`config.mk`:
```
export PLATFORM = sky130hd
export DESIGN_NAME = sc_timing_monitor
export DESIGN_NICKNAME = d
export VERILOG_FILES = /design/src/rtl/sc_timing_monitor.sv
export SDC_FILE = /design/constraint.sdc
export NUM_CORES = 1
export LEC_CHECK = 0
export ABC_AREA = 1
export ABC_CLOCK_PERIOD_IN_PS = 4600
export CELL_PAD_IN_SITES_DETAIL_PLACEMENT = 2
export CELL_PAD_IN_SITES_GLOBAL_PLACEMENT = 2
export CORE_ASPECT_RATIO = 0.7
export CORE_MARGIN = 1
export CORE_UTILIZATION = 29
export DETAILED_ROUTE_END_ITERATION = 6
export GPL_ROUTABILITY_DRIVEN = 0
export PLACE_DENSITY_LB_ADDON = 0.1
export SLEW_MARGIN = 20
export SYNTH_ARGS = -nofsm -noshare
export SYNTH_HDL_FRONTEND = slang
export SYNTH_SLANG_ARGS = --single-unit
```
`constraint.sdc`:
```
create_clock -name clk -period 4.6 [get_ports clk]
set_input_delay 0.92 -clock clk [delete_from_list [all_inputs] [get_ports clk]]
set_output_delay 0.92 -clock clk [all_outputs]
set_load 0.01 [all_outputs]
```
`src/rtl/sc_timing_monitor.sv`:
```
// Self-composition timing monitor: timestamps each RSA copy's finish and flags
// timing divergence (leak), wrong decryptions (data_err) and hangs (timeout).
module sc_timing_monitor #(
    parameter int NCOPY   = 2,
    parameter int MW      = 16,
    parameter int CW      = 16,
    parameter int TIMEOUT = 1000
) (
    input  logic                  clk,
    input  logic                  rst_n,
    input  logic                  start,
    input  logic                  assume_ok,
    input  logic [NCOPY-1:0]      finish,
    input  logic [NCOPY*MW-1:0]   m_out,
    input  logic [MW-1:0]         m_ref,
    output logic                  busy,
    output logic                  done,
    output logic                  leak,
    output logic                  data_err,
    output logic                  timeout,
    output logic                  rejected,
    output logic [NCOPY-1:0]      fin_mask,
    output logic [NCOPY-1:0]      err_mask,
    output logic [CW-1:0]         first_cyc,
    output logic [CW-1:0]         skew
);

    typedef enum logic [1:0] {IDLE, RUN, DONE} state_t;

    state_t           state, state_d;
    logic [CW-1:0]    cnt, cnt_d;
    logic [NCOPY-1:0] fin_mask_d, err_mask_d;
    logic [CW-1:0]    first_cyc_d, skew_d;
    logic             leak_d, data_err_d, timeout_d, rejected_d;

    logic [NCOPY-1:0] ev, mismatch, fin_next;

    // Finish events exist only in RUN; a copy's level after its event is ignored.
    always_comb begin
        mismatch = '0;
        for (int i = 0; i < NCOPY; i++) begin
            mismatch[i] = (m_out[i*MW +: MW] != m_ref);
        end
        ev       = (state == RUN) ? (finish & ~fin_mask) : '0;
        fin_next = fin_mask | ev;
    end

    // NOTE: every next-state signal gets a default first, so no path leaves it
    // unassigned and no latch is inferred.
    always_comb begin
        state_d     = state;
        cnt_d       = cnt;
        fin_mask_d  = fin_mask;
        err_mask_d  = err_mask;
        first_cyc_d = first_cyc;
        skew_d      = skew;
        leak_d      = leak;
        data_err_d  = data_err;
        timeout_d   = timeout;
        rejected_d  = 1'b0;

        unique case (state)
            IDLE, DONE: begin
                if (start && assume_ok) begin
                    state_d     = RUN;
                    cnt_d       = '0;
                    fin_mask_d  = '0;
                    err_mask_d  = '0;
                    first_cyc_d = '0;
                    skew_d      = '0;
                    leak_d      = 1'b0;
                    data_err_d  = 1'b0;
                    timeout_d   = 1'b0;
                end else if (start) begin
                    rejected_d = 1'b1;
                end
            end
            RUN: begin
                cnt_d      = cnt + CW'(1);
                fin_mask_d = fin_next;
                err_mask_d = err_mask | (ev & mismatch);
                if (|(ev & mismatch)) begin
                    data_err_d = 1'b1;
                end
                // An empty fin_mask means these are the run's first finish events.
                if (|ev) begin
                    if (fin_mask == '0) begin
                        first_cyc_d = cnt;
                    end else if (cnt != first_cyc) begin
                        leak_d = 1'b1;
                        skew_d = cnt - first_cyc;
                    end
                end
                if (&fin_next) begin
                    state_d = DONE;
                end else if (cnt == CW'(TIMEOUT - 1)) begin
                    state_d   = DONE;
                    timeout_d = 1'b1;
                    if (|fin_next) begin
                        leak_d = 1'b1;
                    end
                end
            end
            default: state_d = IDLE;
        endcase
    end

    always_ff @(posedge clk or negedge rst_n) begin
        if (!rst_n) begin
            state <= IDLE;
        end else begin
            state <= state_d;
        end
    end

    // NOTE: sequential state uses non-blocking assignments so every register
    // samples the pre-edge values regardless of statement order.
    always_ff @(posedge clk or negedge rst_n) begin
        if (!rst_n) begin
            cnt       <= '0;
            fin_mask  <= '0;
            err_mask  <= '0;
            first_cyc <= '0;
            skew      <= '0;
            leak      <= 1'b0;
            data_err  <= 1'b0;
            timeout   <= 1'b0;
            rejected  <= 1'b0;
        end else begin
            cnt       <= cnt_d;
            fin_mask  <= fin_mask_d;
            err_mask  <= err_mask_d;
            first_cyc <= first_cyc_d;
            skew      <= skew_d;
            leak      <= leak_d;
            data_err  <= data_err_d;
            timeout   <= timeout_d;
            rejected  <= rejected_d;
        end
    end

    assign busy = (state == RUN);
    assign done = (state == DONE);

endmodule

```
==> results of run 1 <==
-- final cells by class --
class                   instances  share of cell area (%)
clock inverters                 4                    1.34
well taps                     185                    4.21
inverters                      98                    6.73
flip-flops and latches         58                    26.4
repair buffers                 97                    17.5
multi-input cells             431                    39.2
clock buffers                  12                    4.66
-- path summary, 6_finish.rpt --
kind                                from  endpoint  cells past startpoint
worst max register to register   cnt[11]   skew[7]                     11
worst max-delay path            state[0]      busy                      3
worst min-delay path            skew[10]  skew[10]                      2
max in group asynchronous          rst_n    cnt[8]                      2
worst min register to register  skew[10]  skew[10]                      2
min in group asynchronous          rst_n  rejected                      1
-- cell families after synthesis --
family          Yosys count  synth area share, %
buf+inv                 106                 10.7
flops                    58                 35.9
simple gates            334                 35.7
fa+ha+maj                17                 5.45
compound gates           67                 9.44
xor+xnor                 13                 2.82
-- worst max-delay path, stage by stage, from the launching register on --
cell and delay [ps]:
dfrtp_1 410, inv_2 100, nor2_8 340, clkdlybuf4s50_1 630
-- per-layer routing --
| layer | wire (µm) | global-route usage [%] | vias up |
|---|---|---|---|
| li1 | - | - | 2056 |
| met1 | 7200 | 29.5 | 2094 |
| met2 | 6780 | 36.1 | 68 |
| met3 | 393 | 4.04 | 13 |
| met4 | 145 | 4.80 | 0 |
| met5 | 0 | 0 | - |
-- power groups by stage --
| stage | sequential [W] | combinational (W) | clock, W |
|---|---|---|---|
| after floorplan | 0.000752 | 0.000682 | 0 |
| after global placement | 0.000715 | 0.00115 | 0 |
| after detailed placement | 0.000726 | 0.00120 | 0 |
| after CTS | 0.000717 | 0.00123 | 0.000767 |
| after global routing | 0.000730 | 0.00135 | 0.000787 |
| final | 0.000715 | 0.00121 | 0.000751 |
-- cell usage in the layout (no fill, tap or decap), types with 2 or more instances in the layout --
cell type        count
or2_2                2
nor2_2               3
o21ai_0             20
nand3_2              4
bufinv_16            2
ha_1                16
nand4_1              2
nor2_1              49
clkbuf_8             2
nand2_1            210
and2_1               3
nand2_2              3
inv_1               95
xor2_1              12
nand3b_1             5
buf_4                2
clkbuf_16            9
a22o_1               2
nor3_1              10
a21oi_1             27
nor3_2               2
nand3_1             36
o21ai_2              2
dfrtp_1             58
o31ai_1              3
o21ai_1              7
clkdlybuf4s50_1     94
inv_2                2
-- state kept, by name (all words and copies together), names as in the netlist --
signal / count
cnt: 16
first_cyc: 16
skew: 16
err_mask: 2
fin_mask: 2
state: 2
data_err: 1
leak: 1
rejected: 1
timeout: 1
-- metrics by stage --
step / instances / instance area (µm²) / setup WS (ps) / power [W] / utilization, %
2_1_floorplan: 595 / 4040 / 2590 / 0.00143 / -
3_3_place_gp: 869 / 5170 / 1880 / 0.00186 / 38.6
3_5_place_dp: 869 / 5170 / 1730 / 0.00193 / 38.6
4_1_cts: 885 / 5500 / 1830 / 0.00271 / 41.1
5_1_grt: 885 / 5500 / 1740 / 0.00287 / 41.1
6_report: 885 / 5500 / 1850 / 0.00268 / 41.1
==> flow_metrics.tcl, run 1 <==
set metrics [dict create \
    yosysTopAreaCell "dfrtp_1" \
    overflow 0 \
    setup_tns_ps 0 \
    yosysMostFrequentCell "nand2_1" \
    wl_per_cell_um 16.4 \
    yosysTopAreaCellShare_pct 35.9 \
    synth_flop_cell "dfrtp_1" \
    ys_warn_count 0 \
    fill_cells 1656 \
    antenna_found_initial 0 \
    critPathCaptureType "output port" \
    relSlewSlack_pct 48.2 \
    cts_tree "yes" \
    seq_area_frac_synth_pct 35.9 \
    setup_viol 0 \
    switching_share_pct 40.3 \
    die_x_um 143 \
    cts_buffer_depth 2 \
    power_frac_comb_pct 45.2 \
    final.period_utilization_pct 59.8 \
    port_buffers 95 \
    rrSetupSlack_ps 2110 \
    synth_common_cells "nand2_1, inv_1, dfrtp_1, nor2_1, nand3_1" \
    cts_hold_buf 0 \
    n_antenna_cell 0 \
    synthCells 595 \
    startpoint_type "flip-flop" \
    area_delta_synth_final_pct 36.1 \
    row_count 35 \
    clkSinkCount 58 \
    netlist_area_um2 4040 \
    multi_input_area_um2 2160 \
    grt_start_max_net_pins 31 \
    drt_first_pass_iters 4 \
    internal-power_w 0.00160 \
    register_area_um2 1450 \
    hold_path.class "flip-flop to flip-flop" \
    remaining_drc_errors 0 \
    cts_resized 0 \
    avgSynthCellArea_um2 6.80 \
    wl_um 14500 \
    p_leak_nw 2.85 \
    synthArstFlopShare_pct 100 \
    period_needed_ps 2750 \
    crit_fanout 24 \
    final_nets 766 \
    slew_violations 0 \
    fin_skew_ps 8.74 \
    htreeDepth 3 \
    switchingPower_w 0.00108 \
    worstSetupPathType "flip-flop to output port" \
    grt_util_all_layers_pct 21.8 \
    coreArea_um2 13400 \
    drv_cap 0 \
    required_ps 3680 \
    drive_gt1_share_pct 6.00 \
    vias_per_cell 4.78 \
    rsz0062_at_grt "no" \
    insertion_delay_ps 330 \
    peakVddDrop_mv 0.212 \
    die_y_um 101 \
    whs_ps 468 \
    p_per_area_nw_per_um2 486 \
    cts_buffers 9 \
    synth_edf_count 0 \
    critPathArrivalTime_ps 1830 \
    fmax_mhz 364 \
    drtIter0Drc 113 \
    ios 96 \
    ant_nets 0 \
    path_clk_slew_ps 50 \
    ys_seq_elements 58 \
    synth_area_leaders "dfrtp_1, nand2_1, inv_1" \
    synth_nets 666 \
    pwr-share-clk_pct 28.0 \
    cts_setup_buffers 0 \
    grt_pass1_vias 4599 \
    cts-root-buf "clkbuf_16" \
    status "finished, final reports clean" \
    hold_viol 0 \
    grt_first_pass_wirelength_um 23900 \
    hpwl_um 11800 \
    num_vias 4231 \
    synth_cell_types 41 \
    seqPwrFrac_pct 26.7 \
    tightest_slew_ps 777 \
    die_area_um2 14400 \
    initial_core_util_pct 30.2 \
]
(Power assumes the default switching activity.)
==> inputs of run 2 (changes only) <==
Settings changed: ABC_CLOCK_PERIOD_IN_PS 4600 to 2600, CORE_UTILIZATION 29 to 27.
Clock period 4.6 ns to 2.6 ns, I/O delays scaled along.
==> run 2 against run 1 <==
Core utilization decreased by 3.0 points. First-iteration DRC count is 50% higher. Clock-buffer cell count shrank 3. Die area increased by 7.3%. Clock power is 76% higher. Sequential share of layout area shrank 0.42 points. Clock skew about the same. Largest cell class unchanged. Largest power group unchanged.
==> flow_metrics.tcl, run 2 (same netlist as run 1, synthesis figures left out) <==
set metrics [dict create \
    status "finished, final reports clean" \
    seqPwrFrac_pct 26.7 \
    final_nets 775 \
    drt_first_pass_iters 4 \
    final_common_cell "nand2_1" \
    fill_cells 1732 \
    cts_hold_buf 0 \
    die_x_um 148 \
    cts_buffer_depth 2 \
    row_count 37 \
    wl_um 14700 \
    num_vias 4205 \
    tightest_slew_ps 681 \
    hold_path.class "input port to async pin" \
    initial_core_util_pct 27.6 \
    whs_ps 208 \
    p_leak_nw 2.89 \
    reg2reg_to "skew[9]" \
    drv_cap 0 \
    htreeDepth 3 \
    setup_viol 0 \
    power_frac_comb_pct 45.3 \
    rsz0062_at_grt "no" \
    stdcell_area_um2 5590 \
    p_per_area_nw_per_um2 842 \
    ios 96 \
    setup_slack_ps 389 \
    r2r_cells 12 \
    hpwl_um 12000 \
    drive_gt1_share_pct 7.33 \
    drtIter0Drc 169 \
    insertion_delay_ps 340 \
    cts_resized 0 \
    critPathCaptureType "flip-flop" \
    switchingPower_w 0.00191 \
    final.period_utilization_pct 85.0 \
    overflow 0 \
    register_area_um2 1450 \
    slew_violations 0 \
    max_stage_delay_ps 430 \
    hold_viol 0 \
    relSlewSlack_pct 54.6 \
    worstSetupPathType "flip-flop to flip-flop" \
    die_area_um2 15500 \
    switching_share_pct 40.6 \
    vias_per_cell 4.65 \
    path_clk_slew_ps 60 \
    postPlaceCellArea_um2 5270 \
    antenna_found_initial 0 \
    power_w 0.00471 \
    coreArea_um2 14700 \
    die_y_um 104 \
    r2r-start "first_cyc[8]" \
    crit_chain "inv_1 -> ha_1 -> nand2_1 -> nor2_2 -> nand2_1 -> nor2_2 -> nand2_1 -> nand3_1 -> nand2_1 -> nand2_2 -> nand2_1 -> nand2_1" \
    slowest_stage "dfrtp_1" \
    cts_buffers 9 \
    rrSetupSlack_ps 390 \
    grt_util_all_layers_pct 20.4 \
    grt_pass1_vias 4644 \
    internal-power_w 0.00280 \
    port_buffers 95 \
    cts_setup_buffers 0 \
    period_needed_ps 2210 \
    setup_tns_ps 0 \
    critPathMostFrequentCell "nand2_1" \
    dp_slack_ps 195 \
    fmax_mhz 452 \
    grt_first_pass_wirelength_um 24100 \
    multi_input_area_um2 2160 \
    clkSinkCount 58 \
    critPathArrivalTime_ps 2480 \
    startpoint_type "flip-flop" \
    n_antenna_cell 0 \
    grt_start_max_net_pins 33 \
    cts_tree "yes" \
    pwr-share-clk_pct 28.0 \
    crit_fanout 16 \
    layout_common_cells "nand2_1, inv_1, clkdlybuf4s50_1" \
    ant_nets 0 \
    remaining_drc_errors 0 \
    wl_per_cell_um 16.3 \
    area_delta_synth_final_pct 38.3 \
    fin_skew_ps 8.94 \
    required_ps 2870 \
    cts-root-buf "clkbuf_16" \
    reg_top3 "cnt (16), first_cyc (16), skew (16)" \
    peakVddDrop_mv 0.342 \
]
-- run 2: layer usage --
metal | share of wire [%] | global-route usage [%] | wire [µm] | vias up
met5 | 0 | 0 | 0 | -
met1 | 50 | 27.5 | 7330 | 2057
met3 | 2.8 | 4.21 | 415 | 12
met4 | 0.93 | 4.12 | 136 | 0
met2 | 46 | 33.4 | 6810 | 59
li1 | - | - | - | 2077
-- run 2: metrics by stage --
step,instances,util [%]
5_1_grt,904,38.1
6_report,904,38.1
2_1_floorplan,595,-
3_5_place_dp,888,35.9
3_3_place_gp,888,35.9
4_1_cts,904,38.1
-- run 2: critical path, delay by kind of cell (launching register included) --
kind          cells  cell delay (ps)
simple gates     10             1250
flops             1              430
fa+ha+maj         1              360
buf+inv           1               80
-- run 2: worst max path at each step --
stage / from / end / slack [ps]
floorplan: first_cyc[6] / skew[8] / 810
global placement: assume_ok / cnt[10] / 250
detailed placement: assume_ok / cnt[10] / 200
CTS: first_cyc[8] / skew[15] / 340
global route: cnt[2] / skew[11] / 180
finish: first_cyc[8] / skew[9] / 390
-- run 2: layout make-up --
type / instances / area share [%]
multi-input cells: 431 / 38.6
flip-flops and latches: 58 / 26.0
repair buffers: 106 / 18.6
inverters: 98 / 6.62
well taps: 195 / 4.36
clock buffers: 9 / 4.03
clock inverters: 7 / 1.81
-- run 2: power by group through the flow --
stage | Clock [W] | Combinational, W | Sequential, W
final | 0.00132 | 0.00213 | 0.00126
after global routing | 0.00139 | 0.00240 | 0.00129
after CTS | 0.00135 | 0.00218 | 0.00127
after detailed placement | 0 | 0.00216 | 0.00128
after global placement | 0 | 0.00207 | 0.00126
after floorplan | 0 | 0.00121 | 0.00133
==> inputs of run 3 (changes only) <==
Settings changed: ABC_CLOCK_PERIOD_IN_PS 2600 to 2200.
Clock period 2.6 ns to 2.2 ns, I/O delays scaled along.
==> run 3 against run 2 <==
Final cell count up 2.8%. First-iteration DRC count down 28%. Combinational power up 31%. Clock power up 7%. Sequential power up 17%. Clock skew down 1.5 ps. Die area unchanged. Core utilization up 1.3 points. Critical path depth down 9. Worst setup slack worse by 290 ps. Register-to-register slack worse by 240 ps.
==> flow_metrics.tcl, run 3 (same netlist as run 1, synthesis figures left out) <==
set metrics [dict create \
    status "finished, final reports clean" \
    cts_hold_buf 0 \
    hold_path.class "input port to async pin" \
    grt_util_all_layers_pct 21.3 \
    reg_top3 "cnt (16), first_cyc (16), skew (16)" \
    final.period_utilization_pct 95.3 \
    grt_first_pass_wirelength_um 25600 \
    area_delta_synth_final_pct 43.0 \
    remaining_drc_errors 0 \
    vias_per_cell 4.65 \
    die_area_um2 15500 \
    drv_cap 0 \
    num_vias 4316 \
    worstSetupPathType "flip-flop to output port" \
    n_antenna_cell 0 \
    rrSetupSlack_ps 150 \
    final_common_cell "nand2_1" \
    cts-root-buf "clkbuf_16" \
    final_nets 800 \
    insertion_delay_ps 330 \
    htreeDepth 3 \
    r2r_cells 12 \
    path_clk_slew_ps 60 \
    cts_buffers 9 \
    required_ps 1760 \
    die_y_um 104 \
    fin_skew_ps 7.40 \
    wl_um 15300 \
    row_count 37 \
    fin_cells 929 \
    wl_per_cell_um 16.4 \
    hpwl_um 12300 \
    relSlewSlack_pct 56.0 \
    register_area_um2 1450 \
    ios 96 \
    clkSinkCount 58 \
    drtIter0Drc 122 \
    reg2reg_to "skew[11]" \
    die_x_um 148 \
    coreArea_um2 14700 \
    placed_cells 910 \
    critPathCaptureType "output port" \
    tightest_slew_ps 661 \
    port_buffers 95 \
    startpoint_type "flip-flop" \
    setup_viol 0 \
    whs_ps 134 \
    overflow 0 \
    setup_slack_ps 103 \
    p_leak_nw 3.01 \
    cts_tree "yes" \
    dp_slack_ps 21.9 \
    crit_fanout 8 \
    antenna_found_initial 0 \
    p_per_area_nw_per_um2 981 \
    slew_violations 0 \
    initial_core_util_pct 27.6 \
    hold_viol 0 \
    layout_common_cells "nand2_1, inv_1, clkdlybuf4s50_1" \
    grt_start_max_net_pins 35 \
    fmax_mhz 477 \
    drive_gt1_share_pct 10.9 \
    multi_input_area_um2 2170 \
    r2r-start "first_cyc[2]" \
    period_needed_ps 2100 \
    fill_cells 1709 \
    grt_pass1_vias 4769 \
    ant_nets 0 \
    cts_buffer_depth 2 \
    peakVddDrop_mv 0.388 \
    drt_first_pass_iters 4 \
    critPathArrivalTime_ps 1660 \
]
==> run 3: cell count changes in the layout (fill, tap and decap cells not counted), sizes merged <==
cell	delta
buf	+25
clkinvlp	+2
bufinv	-1
inv	-1
==> run 3: report_power, final <==
group | internal [W] | switching [W] | total (W)
sequential | 0.00131 | 0.000174 | 0.00148
clock | 0.000871 | 0.000535 | 0.00141
combinational | 0.00115 | 0.00164 | 0.00278
==> run 3: how the worst max path moves through the flow <==
stage	slack (ps)	end	startpoint
3_3_place_gp	190	cnt[12]	assume_ok
3_5_place_dp	20	cnt[13]	assume_ok
2_1_floorplan	410	skew[8]	first_cyc[6]
5_1_grt	-30	skew[11]	first_cyc[2]
6_report	100	busy	state[0]
4_1_cts	30	busy	state[0]
==> run 3: stage by stage <==
step	power [W]	utilization (%)	instance area, µm²	setup TNS (ps)
finish	0.00567	39.4	5780	0
global route	0.00611	39.4	5780	-54.4
CTS	0.00569	39.2	5750	0
detailed placement	0.00420	37.2	5460	0
global placement	0.00407	37.2	5460	0
floorplan	0.00300	-	4040	0
==> run 3: cell type report <==
cell class | instances | area share (%)
clock buffer | 9 | 3.89
clock inverter | 7 | 1.21
inverter | 98 | 6.40
multi-input combinational | 431 | 37.5
sequential | 58 | 25.1
tap | 195 | 4.22
timing repair buffer | 131 | 21.7
==> run 3: critical path, stage by stage (launching register included) <==
cell	delay, ps
dfrtp_1	430
inv_2	100
nor2_8	210
clkdlybuf4s50_1	570
==> run 3: routing by layer <==
layer / vias to the layer above / share of wire [%] / track usage (%)
met3: 12 / 3.4 / 3.68
met4: 0 / 0.84 / 4.05
li1: 2123 / - / -
met5: - / 0 / 0
met2: 74 / 47 / 35.0
met1: 2107 / 49 / 29.3
==> run 3: timing repair <==
action | 4_1_cts | 5_1_grt
setup buffers | 0 | 3
resized for setup | 0 | 4
endpoints found under the setup margin | 0 | 12
